$ cat src/rtl/vga_scan_pkg.sv
// Shared types and constants for the VGA scan generator.
// The colour-bar table is only referenced when VGA_TESTPAT_EN is defined.
package vga_scan_pkg;

  typedef enum logic [1:0] {
    SCALE_1X   = 2'd0,
    SCALE_2X   = 2'd1,
    SCALE_4X   = 2'd2,
    SCALE_RSVD = 2'd3
  } scale_mode_e;

  localparam int unsigned NUM_BARS = 8;

  // RGB444 bars, left to right: white, yellow, cyan, green, magenta, red, blue, black
  localparam logic [11:0] COLOUR_BARS [NUM_BARS] = '{
    12'hFFF, 12'hFF0, 12'h0FF, 12'h0F0, 12'hF0F, 12'hF00, 12'h00F, 12'h000
  };

  function automatic logic [1:0] mode_shift(input scale_mode_e mode);
    case (mode)
      SCALE_2X: return 2'd1;
      SCALE_4X: return 2'd2;
      default:  return 2'd0;
    endcase
  endfunction

endpackage

$ cat src/rtl/vga_delay_line.sv
// Fixed-depth shift register with asynchronous reset and synchronous flush,
// both loading the RST_VAL pattern into every stage.
module vga_delay_line #(
  parameter int unsigned      WIDTH   = 1,
  parameter int unsigned      DEPTH   = 1,
  parameter logic [WIDTH-1:0] RST_VAL = '0
) (
  input  logic             i_clk,
  input  logic             i_rst_n,
  input  logic             i_clr,
  input  logic [WIDTH-1:0] i_d,
  output logic [WIDTH-1:0] o_q
);

  logic [WIDTH-1:0] r_pipe [DEPTH];

  always_ff @(posedge i_clk or negedge i_rst_n) begin
    if (!i_rst_n) begin
      for (int i = 0; i < DEPTH; i++) begin
        r_pipe[i] <= RST_VAL;
      end
    end else if (i_clr) begin
      for (int i = 0; i < DEPTH; i++) begin
        r_pipe[i] <= RST_VAL;
      end
    end else begin
      r_pipe[0] <= i_d;
      for (int i = 1; i < DEPTH; i++) begin
        r_pipe[i] <= r_pipe[i-1];
      end
    end
  end

  assign o_q = r_pipe[DEPTH-1];

endmodule

$ cat src/rtl/vga_scan_gen.sv
// VGA timing and framebuffer readout with 1x/2x/4x pixel replication.
// Define VGA_TESTPAT_EN to add the i_test_pat colour-bar override.
module vga_scan_gen
  import vga_scan_pkg::*;
#(
  parameter int unsigned H_REZ        = 640,
  parameter int unsigned H_FP         = 16,
  parameter int unsigned H_SYNC       = 96,
  parameter int unsigned H_BP         = 48,
  parameter int unsigned V_REZ        = 480,
  parameter int unsigned V_FP         = 10,
  parameter int unsigned V_SYNC       = 2,
  parameter int unsigned V_BP         = 33,
  parameter logic        HSYNC_ACTIVE = 1'b0,
  parameter logic        VSYNC_ACTIVE = 1'b0,
  parameter int unsigned RD_LAT       = 1,
  parameter int unsigned ADDR_W       = 19,
  parameter int unsigned PIX_W        = 12
) (
  input  logic              i_clk25,
  input  logic              i_rst_n,
  input  logic              i_en,
  input  logic [1:0]        i_scale_mode,
`ifdef VGA_TESTPAT_EN
  input  logic              i_test_pat,
`endif
  output logic [ADDR_W-1:0] o_frame_addr,
  input  logic [PIX_W-1:0]  i_frame_pixel,
  output logic [3:0]        o_vga_red,
  output logic [3:0]        o_vga_green,
  output logic [3:0]        o_vga_blue,
  output logic              o_vga_hsync,
  output logic              o_vga_vsync,
  output logic              o_frame_start,
  output logic              o_active
);

  localparam int unsigned HMAX = H_REZ + H_FP + H_SYNC + H_BP;
  localparam int unsigned VMAX = V_REZ + V_FP + V_SYNC + V_BP;
  localparam int unsigned HW   = $clog2(HMAX);
  localparam int unsigned VW   = $clog2(VMAX);
  localparam int unsigned DLY  = 2 + RD_LAT;
  localparam logic [2:0]  SYNC_IDLE = {~HSYNC_ACTIVE, ~VSYNC_ACTIVE, 1'b0};

  logic              r_alive;
  logic [HW-1:0]     r_hcnt;
  logic [VW-1:0]     r_vcnt;
  logic [1:0]        r_shift;
  logic [ADDR_W-1:0] r_row_base;
  logic [ADDR_W-1:0] r_addr;
  logic [PIX_W-1:0]  r_pix;

  logic              w_run;
  logic              w_clr;
  logic              w_h_last;
  logic              w_v_last;
  logic              w_frame_start;
  logic              w_active;
  logic              w_hsync;
  logic              w_vsync;
  logic              w_row_step;
  logic [1:0]        w_shift;
  logic [VW-1:0]     w_vnext;
  logic [2:0]        w_dly_q;
  logic [PIX_W-1:0]  w_pix_src;

  // r_alive holds the scan off for the first edge after reset release so
  // frame_start is never lost to a counter that has already advanced.
  always_comb begin
    w_run         = i_en & r_alive;
    w_clr         = ~w_run;
    w_h_last      = (r_hcnt == HW'(HMAX - 1));
    w_v_last      = (r_vcnt == VW'(VMAX - 1));
    w_frame_start = w_run && (r_hcnt == '0) && (r_vcnt == '0);
    w_active      = w_run && (r_hcnt < HW'(H_REZ)) && (r_vcnt < VW'(V_REZ));
    w_hsync       = (w_run && (r_hcnt >= HW'(H_REZ + H_FP))
                     && (r_hcnt < HW'(H_REZ + H_FP + H_SYNC))) ? HSYNC_ACTIVE : ~HSYNC_ACTIVE;
    w_vsync       = (w_run && (r_vcnt >= VW'(V_REZ + V_FP))
                     && (r_vcnt < VW'(V_REZ + V_FP + V_SYNC))) ? VSYNC_ACTIVE : ~VSYNC_ACTIVE;
    // The first line of a frame must already use the newly latched mode.
    w_shift       = w_frame_start ? mode_shift(scale_mode_e'(i_scale_mode)) : r_shift;
    w_vnext       = r_vcnt + 1'b1;
    case (r_shift)
      2'd1:    w_row_step = ~w_vnext[0];
      2'd2:    w_row_step = (w_vnext[1:0] == 2'b00);
      default: w_row_step = 1'b1;
    endcase
  end

  always_ff @(posedge i_clk25 or negedge i_rst_n) begin
    if (!i_rst_n) begin
      r_alive    <= 1'b0;
      r_hcnt     <= '0;
      r_vcnt     <= '0;
      r_shift    <= 2'd0;
      r_row_base <= '0;
      r_addr     <= '0;
    end else begin
      r_alive <= 1'b1;
      if (!w_run) begin
        r_hcnt     <= '0;
        r_vcnt     <= '0;
        r_shift    <= 2'd0;
        r_row_base <= '0;
        r_addr     <= '0;
      end else begin
        if (w_h_last) begin
          r_hcnt <= '0;
          r_vcnt <= w_v_last ? '0 : w_vnext;
        end else begin
          r_hcnt <= r_hcnt + 1'b1;
        end

        if (w_frame_start) begin
          r_shift <= w_shift;
        end

        // Row base steps once per replicated source row, so no multiplier is needed.
        if (w_h_last && w_v_last) begin
          r_row_base <= '0;
        end else if ((r_hcnt == HW'(H_REZ - 1)) && (r_vcnt < VW'(V_REZ)) && w_row_step) begin
          r_row_base <= r_row_base + ADDR_W'(H_REZ >> r_shift);
        end

        r_addr <= w_active ? (r_row_base + ADDR_W'(r_hcnt >> w_shift)) : '0;
      end
    end
  end

  vga_delay_line #(
    .WIDTH   (3),
    .DEPTH   (DLY),
    .RST_VAL (SYNC_IDLE)
  ) u_sync_dly (
    .i_clk   (i_clk25),
    .i_rst_n (i_rst_n),
    .i_clr   (w_clr),
    .i_d     ({w_hsync, w_vsync, w_active}),
    .o_q     (w_dly_q)
  );

`ifdef VGA_TESTPAT_EN
  localparam int unsigned BAR_W = H_REZ / NUM_BARS;

  logic [2:0] w_bar_idx;
  logic [2:0] w_bar_q;

  always_comb begin
    w_bar_idx = w_active ? 3'(32'(r_hcnt) / BAR_W) : 3'd0;
  end

  // Bar index is delayed to the cycle in which the memory pixel would arrive.
  vga_delay_line #(
    .WIDTH   (3),
    .DEPTH   (RD_LAT + 1),
    .RST_VAL (3'd0)
  ) u_bar_dly (
    .i_clk   (i_clk25),
    .i_rst_n (i_rst_n),
    .i_clr   (w_clr),
    .i_d     (w_bar_idx),
    .o_q     (w_bar_q)
  );

  always_comb begin
    w_pix_src = i_test_pat ? PIX_W'(COLOUR_BARS[w_bar_q]) : i_frame_pixel;
  end
`else
  always_comb begin
    w_pix_src = i_frame_pixel;
  end
`endif

  always_ff @(posedge i_clk25 or negedge i_rst_n) begin
    if (!i_rst_n) begin
      r_pix <= '0;
    end else if (!w_run) begin
      r_pix <= '0;
    end else begin
      r_pix <= w_pix_src;
    end
  end

  always_comb begin
    o_frame_addr  = r_addr;
    o_frame_start = w_frame_start;
    o_vga_hsync   = w_dly_q[2];
    o_vga_vsync   = w_dly_q[1];
    o_active      = w_dly_q[0];
    o_vga_red     = w_dly_q[0] ? r_pix[11:8] : 4'h0;
    o_vga_green   = w_dly_q[0] ? r_pix[7:4]  : 4'h0;
    o_vga_blue    = w_dly_q[0] ? r_pix[3:0]  : 4'h0;
  end

endmodule
$ cat config.mk
export PLATFORM = sky130hd
export DESIGN_NAME = vga_scan_gen
export DESIGN_NICKNAME = d
export VERILOG_FILES = /design/src/rtl/vga_scan_pkg.sv /design/src/rtl/vga_delay_line.sv /design/src/rtl/vga_scan_gen.sv
export SDC_FILE = /design/constraint.sdc
export NUM_CORES = 1
export LEC_CHECK = 0
export ABC_AREA = 1
export CAP_MARGIN = 30
export CORE_MARGIN = 3
export CORE_UTILIZATION = 51
export DETAILED_ROUTE_END_ITERATION = 8
export PLACE_DENSITY = 0.81
export SYNTH_ARGS = -nofsm -noshare
export SYNTH_HDL_FRONTEND = slang
export SYNTH_SLANG_ARGS = --single-unit
$ cat constraint.sdc
create_clock -name i_clk25 -period 2.7 [get_ports i_clk25]
set_input_delay 0.27 -clock i_clk25 [delete_from_list [all_inputs] [get_ports i_clk25]]
set_output_delay 0.27 -clock i_clk25 [all_outputs]
set_load 0.02 [all_outputs]
Yosys cells after proc, flatten, opt, wreduce, memory -nomap -nowiden
Index checks and enable logic that the tools add are counted.
- word-level logic and storage cells: 70
- register bits: 82
- $lt $le $gt $ge: 6
- multiplexer cells: 22
- shifts and indexed selects: 2
- bitwise gates (word level): 2
- reduce and logical (&&, ||, !) cells: 14
- $add $sub $neg: 4
- equal/unequal tests: 10
- operators with widths (kind ; number):
    two-way mux 19 bit ; 5
    two-way mux 10 bit ; 5
    adder 19 bit ; 2
    == test 10 bit (second input constant) ; 3
    adder 10 x 1 -> 10 bit (second input constant) ; 2
    zero test 10 bit ; 2
    less-than comparator 10 bit (second input constant) ; 2
    less-than comparator 10 x 9 -> 1 bit (second input constant) ; 2
    right shift 10 x 2 -> 19 bit ; 1
    right shift 10 x 2 -> 19 bit (first input constant) ; 1
    two-way mux 12 bit ; 1
    two-way mux 4 bit ; 3
    logical AND 1 bit ; 11
    greater-or-equal comparator 10 bit (second input constant) ; 1
    greater-or-equal comparator 10 x 9 -> 1 bit (second input constant) ; 1
    two-way mux 9 bit ; 1
    two-way mux 2 bit ; 3
    == test 2 x 1 -> 1 bit (second input constant) ; 2
    == test 2 bit (second input constant) ; 2
    case mux 2 bit (2 select lines) ; 1
    inequality test 3 x 1 -> 1 bit (second input constant) ; 1
    zero test 2 bit ; 1
    two-way mux 1 bit ; 2
    inequality test 2 x 1 -> 1 bit (second input constant) ; 1
    other kinds (4) ; 4

Logic depth before layout (Yosys ltp)
- depth after elaboration: 8
- mapped depth: 25
- gate-level depth less buffers: 25

Hierarchy
A second synthesis with hierarchy kept.
- cell total of the unflattened synthesis: 584
- area total of the unflattened synthesis: 4518.1 um^2
- modules (own cells, without submodules) (module ; area an instance (um^2) ; times used ; cells an instance):
    vga_scan_gen ; 4189.0 ; 1 ; 553
    vga_delay_line ; 329.1 ; 1 ; 31

Least setup slack after synthesis
No wires, ideal clock.
- path type: register to register
- from: reg r_vcnt[0]
- to: reg r_addr[15] (netlist: o_frame_addr[15])
- cell stages (with the launch flop): 26
- required time: 2583 ps
- arrival time: 2644 ps
- setup time: 117 ps
- slack: -61 ps
- cell sequence: dfrtp_1 > inv_1 > ha_1 > inv_1 > nor2_1 > nand2_1 > nor2_4 > nand3_2 > nand2_2 > nand2_4 > inv_2 > nand2_1 > nand3_1 > nand2_1 > ha_1 > nand2_1 > inv_1 > nand2_1 > nand2_1 > nand2_1 > nand2_1 > nand2_1 > nor2_1 > nand2_1 > nand2_1 > nor2_1
- longest elaborated chain between the ends: 7
- elaborated cells on any way between the ends: 9
- classes of those cells: add/sub (1); order compare (1); shift (1); mux (3); reduce/logical (3)
- ends and longest elaborated chain (item ; line ; RTL):
    from (decl) ; vga_scan_gen.sv:47 ; logic [VW-1:0] r_vcnt;
    from (signal assigned) ; vga_scan_gen.sv:109 ; r_vcnt <= w_v_last ? '0 : w_vnext;
    zero test 10 bit ; vga_scan_gen.sv:74 ; w_frame_start = w_run && (r_hcnt == '0) && (r_vcnt == '0);
    logical AND 1 bit ; vga_scan_gen.sv:74 ;
    two-way mux 2 bit ; vga_scan_gen.sv:81 ; w_shift = w_frame_start ? mode_shift(scale_mode_e'(i_scale_mode)) : r_shift;
    right shift 10 x 2 -> 19 bit ; vga_scan_gen.sv:125 ; r_addr <= w_active ? (r_row_base + ADDR_W'(r_hcnt >> w_shift)) : '0;
    adder 19 bit ; vga_scan_gen.sv:125 ;
    two-way mux 19 bit * ; vga_scan_gen.sv:125 ;
    two-way mux 19 bit * ; vga_scan_gen.sv:100 ; if (!w_run) begin
    to (signal assigned) ; vga_scan_gen.sv:125 ;
    to (decl) ; vga_scan_gen.sv:50 ; logic [ADDR_W-1:0] r_addr;
Every way passes the cells marked *; elsewhere a longest branch is shown, timed or not.
A chain may end at the register's enable or synchronous reset.

Worst setup path in the final report
- from: reg r_hcnt[1]
- to: reg r_addr[15] (netlist: o_frame_addr[15])
- longest elaborated chain between the ends: 8
- elaborated cells on any way between the ends: 11
- classes of those cells: add/sub (1); order compare (1); shift (1); mux (3); reduce/logical (5)
- ends and longest elaborated chain (item ; line ; RTL):
    from (decl) ; vga_scan_gen.sv:46 ; logic [HW-1:0] r_hcnt;
    from (signal assigned) ; vga_scan_gen.sv:111 ; r_hcnt <= r_hcnt + 1'b1;
    zero test 10 bit ; vga_scan_gen.sv:74 ;
    logical AND 1 bit (2 in a row) ; vga_scan_gen.sv:74 ;
    two-way mux 2 bit ; vga_scan_gen.sv:81 ;
    right shift 10 x 2 -> 19 bit ; vga_scan_gen.sv:125 ;
    adder 19 bit ; vga_scan_gen.sv:125 ;
    two-way mux 19 bit * ; vga_scan_gen.sv:125 ;
    two-way mux 19 bit * ; vga_scan_gen.sv:100 ;
Marked as above.

==> metrics.cfg <==
[logic_synthesis]
synthMostInstantiatedCell = nand2_1
area_share_of_the_largest_cell_type_after_synthesis_pct = 40.3
async_set_or_reset_flop_fraction_in_the_synthesized_netlist_pct = 100
synth_top_cell_by_area = dfrtp_1
seq_area_frac_synth_pct = 43.8
yosys-top-cells-count = nand2_1, nor2_1, inv_1
yosysUniqueCellTypes = 44
synth_edf_count = 0
postSynthAreaPerCell_um2 = 7.78
netlist_top_cells_area = dfrtp_1, nand2_1, nor2_1, inv_1, ha_1
synthesis.instances = 575
postSynthRegisterBits = 78
netlist_area_um2 = 4470
ys_dominant_reg_cell = dfrtp_1
synth_warnings = 0
syn_nets = 615

[worst_setup_path]
cp.arrival_ns = 3.19
path_class = flip-flop to flip-flop
worst_r2r_endpoint = o_frame_addr[15]
worstPathCellList = inv_2 > ha_4 > nand2_2 > nor2_2 > nand2_1 > nor2_2 > nand3_4 > nand2_8 > buf_6 > nand2_4 > nand3_2 > nand2_2 > ha_4 > a21oi_4 > nand2_4 > nand2_2 > nand2_2 > nand2_4 > nor2_4 > nand2_2 > nand2_1 > nor2_1
worst_setup_path_end_kind = flip-flop
critical-path-max-stage-delay_ns = 0.41
reg2reg_slack_ns = -0.23
startpoint_of_the_worst_slack_reg_to_reg_timing_path = r_hcnt[1]
required_time_of_the_critical_path_ns = 2.96
crit_slowest_cell = dfrtp_1
critical_path.max_fanout = 6
cp-start-kind = flip-flop
critPathMostFrequentCell = nand2_2
timing.reg2reg.worst_path_depth = 22

[drt]
antenna_violation_net_count_after_detailed_routing = 0
avgRoutedWirePerCell_um = 17.4
drcViolationCount = 0
drt-pass1-iter-count = 7
route.vias.total = 4551
viasPerCell = 5.60
detailed_router_s_first_iteration_violation_count = 345
postRouteWirelength_um = 14100

[timing]
report.final.setup_viol = 12
hold_violations = 0
finClkSkew_ns = 0.0145
finalCritPeriodShare_pct = 109
finalSetupTns_ns = -1.97
drv_slew = 0
fin_crit_ns = 2.93
grt_setup_unrepaired = true
clock.fmax_mhz = 341
post-route-worst-setup-slack_ns = -0.232

[power]
power_leakage_uw = 0.00311
power.sequential.fraction_pct = 49.4
total_power_uw = 2400
p_sw_share_pct = 25.4
pwr-share-comb_pct = 9.2
p_int_uw = 1790
share_clk_of_total_power_pct = 41.4
switching_power_uw = 608
cellPowerDensity_nw_per_um2 = 383
vdd_drop_max_uv = 251

[outcome]
status = complete, but fails checks
violated_checks = setup timing

[clocking]
root_buffer = clkbuf_8
number_of_clock_buffers_inserted_by_tritoncts = 9
htree_num_levels = 3
cts.path.max_buffers = 2
path_clk_slew_ns = 0.09
cts_tree = done
clk-insertion-delay-late_ns = 0.37
numClockSinks = 78

[cells_and_area]
fill_cells = 524
nNetsFinal = 743
drive_gt1_share_pct = 28.6
syn2layout_area_growth_pct = 39.9
n_antenna_cell = 0

[grt]
grt_max_degree = 79
grt_antenna_before_repair = 0
grt_overflow_total = 0
first_global_vias = 4402
grt_usage_pct = 26.1
grt_pass1_wl_um = 20600

[run]
maxCapViolations = 0

[die]
boundaryPins = 52
placement_rows = 33
initial_cell_density_of_the_core_pct = 53.4
die_height_um = 99.7
core-area_um2 = 8380
die_area_um2 = 9930
chipWidth_um = 99.7

[worst_hold_path]
worst_hold_path_type = primary input to async pin

[placement]
hpwl_um = 8550
port_buffers = 51
globalplace.congestion = 0.898
dp_worst_setup_slack_ns = -0.342

[repair_timing]
action / 4_1_cts / 5_1_grt
hold endpoints to repair: 0 / 21
gates resized for setup: 42 / 60
pin swaps: 16 / 40
setup buffers: 18 / 13
hold buffers: 0 / 1
setup endpoints to repair: 12 / 28
[cells by family after synthesis]
logic type               count (synthesis)  share of synthesized area (%)
AND/OR/NAND/NOR                        312                           31.7
flip-flops                              78                           43.8
XOR/XNOR                                11                           2.15
other                                    1                         0.0838
buffers and inverters                   93                           8.50
adder cells (fa/ha/maj)                 23                           6.60
AO/OA/AOI/OAI                           57                           7.19
[through the flow]
stage | area, µm² | utilization (%) | hold slack [ns] | instances
after global placement | 5390 | 64.3 | 0.456 | 764
final | 6260 | 74.7 | 0.252 | 812
after detailed placement | 5390 | 64.3 | 0.464 | 764
after floorplan | 4490 | - | -0.0256 | 575
after global routing | 6260 | 74.7 | 0.240 | 812
after CTS | 5900 | 70.3 | 0.103 | 797
[area by class of cell]
cell class	instances	area (µm²)	share of cell area [%]
Sequential cell	78	1960	31.3
Tap cell	105	131	2.10
Clock inverter	5	85.1	1.36
Clock buffer	10	128	2.04
Timing Repair Buffer	127	1110	17.7
Inverter	83	328	5.24
Multi-Input combinational cell	404	2520	40.2
[worst max-delay path, delay by kind of cell (launching register included)]
family | cells | cell delay (ns)
buffers and inverters | 2 | 0.22
AND/OR/NAND/NOR | 17 | 1.61
adder cells (fa/ha/maj) | 2 | 0.48
AO/OA/AOI/OAI | 1 | 0.08
flip-flops | 1 | 0.41
[power by group through the flow]
| stage | Clock [µW] | Combinational, µW | Sequential [µW] |
|---|---|---|---|
| 6_report | 992 | 220 | 1180 |
| 5_1_grt | 1040 | 240 | 1190 |
| 4_1_cts | 970 | 180 | 1180 |
| 3_5_place_dp | 0 | 168 | 1210 |
| 3_3_place_gp | 0 | 162 | 1210 |
| 2_1_floorplan | 0 | 78.2 | 1210 |
[sequential cells by signal (all words and copies together), names as in the netlist]
| name | count |
|---|---|
| u_sync_dly.r_pipe | 6 |
| r_vcnt | 10 |
| r_row_base | 15 |
| r_alive | 1 |
| u_sync_dly.o_q | 3 |
| o_frame_addr | 19 |
| r_shift | 2 |
| r_pix | 12 |
| r_hcnt | 10 |
[cell usage in the layout, fill, tap and decap left out, drive strengths merged, types with 2 or more instances in the layout]
| cell type | n |
|---|---|
| a21oi | 25 |
| a31oi | 3 |
| buf | 76 |
| bufinv | 2 |
| clkbuf | 10 |
| clkdlybuf4s50 | 49 |
| clkinv | 4 |
| dfrtp | 72 |
| dfstp | 6 |
| ha | 22 |
| inv | 81 |
| nand2 | 138 |
| nand3 | 42 |
| nand3b | 2 |
| nand4 | 9 |
| nor2 | 94 |
| nor3 | 20 |
| nor4 | 2 |
| o2111ai | 2 |
| o21a | 2 |
| o21ai | 18 |
| o22ai | 2 |
| or2 | 4 |
| xnor2 | 7 |
| xor2 | 4 |
[metal layers]
layer / wire (µm) / share of wire, % / vias up / global-route usage, %
met3: 1030 / 7.3 / 67 / 5.82
li1: - / - / 2078 / -
met5: 0 / 0 / - / 0
met2: 6820 / 48 / 239 / 42.6
met4: 656 / 4.6 / 0 / 12.4
met1: 5610 / 40 / 2167 / 32.9
[how the worst max path moves through the flow]
stage	start	cells past startpoint	end	slack, ns
2_1_floorplan	r_vcnt[0]	25	o_frame_addr[15]	0.009
3_3_place_gp	i_en	18	o_frame_addr[18]	-0.23
3_5_place_dp	i_en	18	o_frame_addr[18]	-0.34
4_1_cts	r_vcnt[1]	23	o_frame_addr[16]	0.009
5_1_grt	r_hcnt[1]	22	o_frame_addr[15]	-0.35
6_report	r_hcnt[1]	22	o_frame_addr[15]	-0.23
Note: power is estimated with default switching activity, not from simulation.
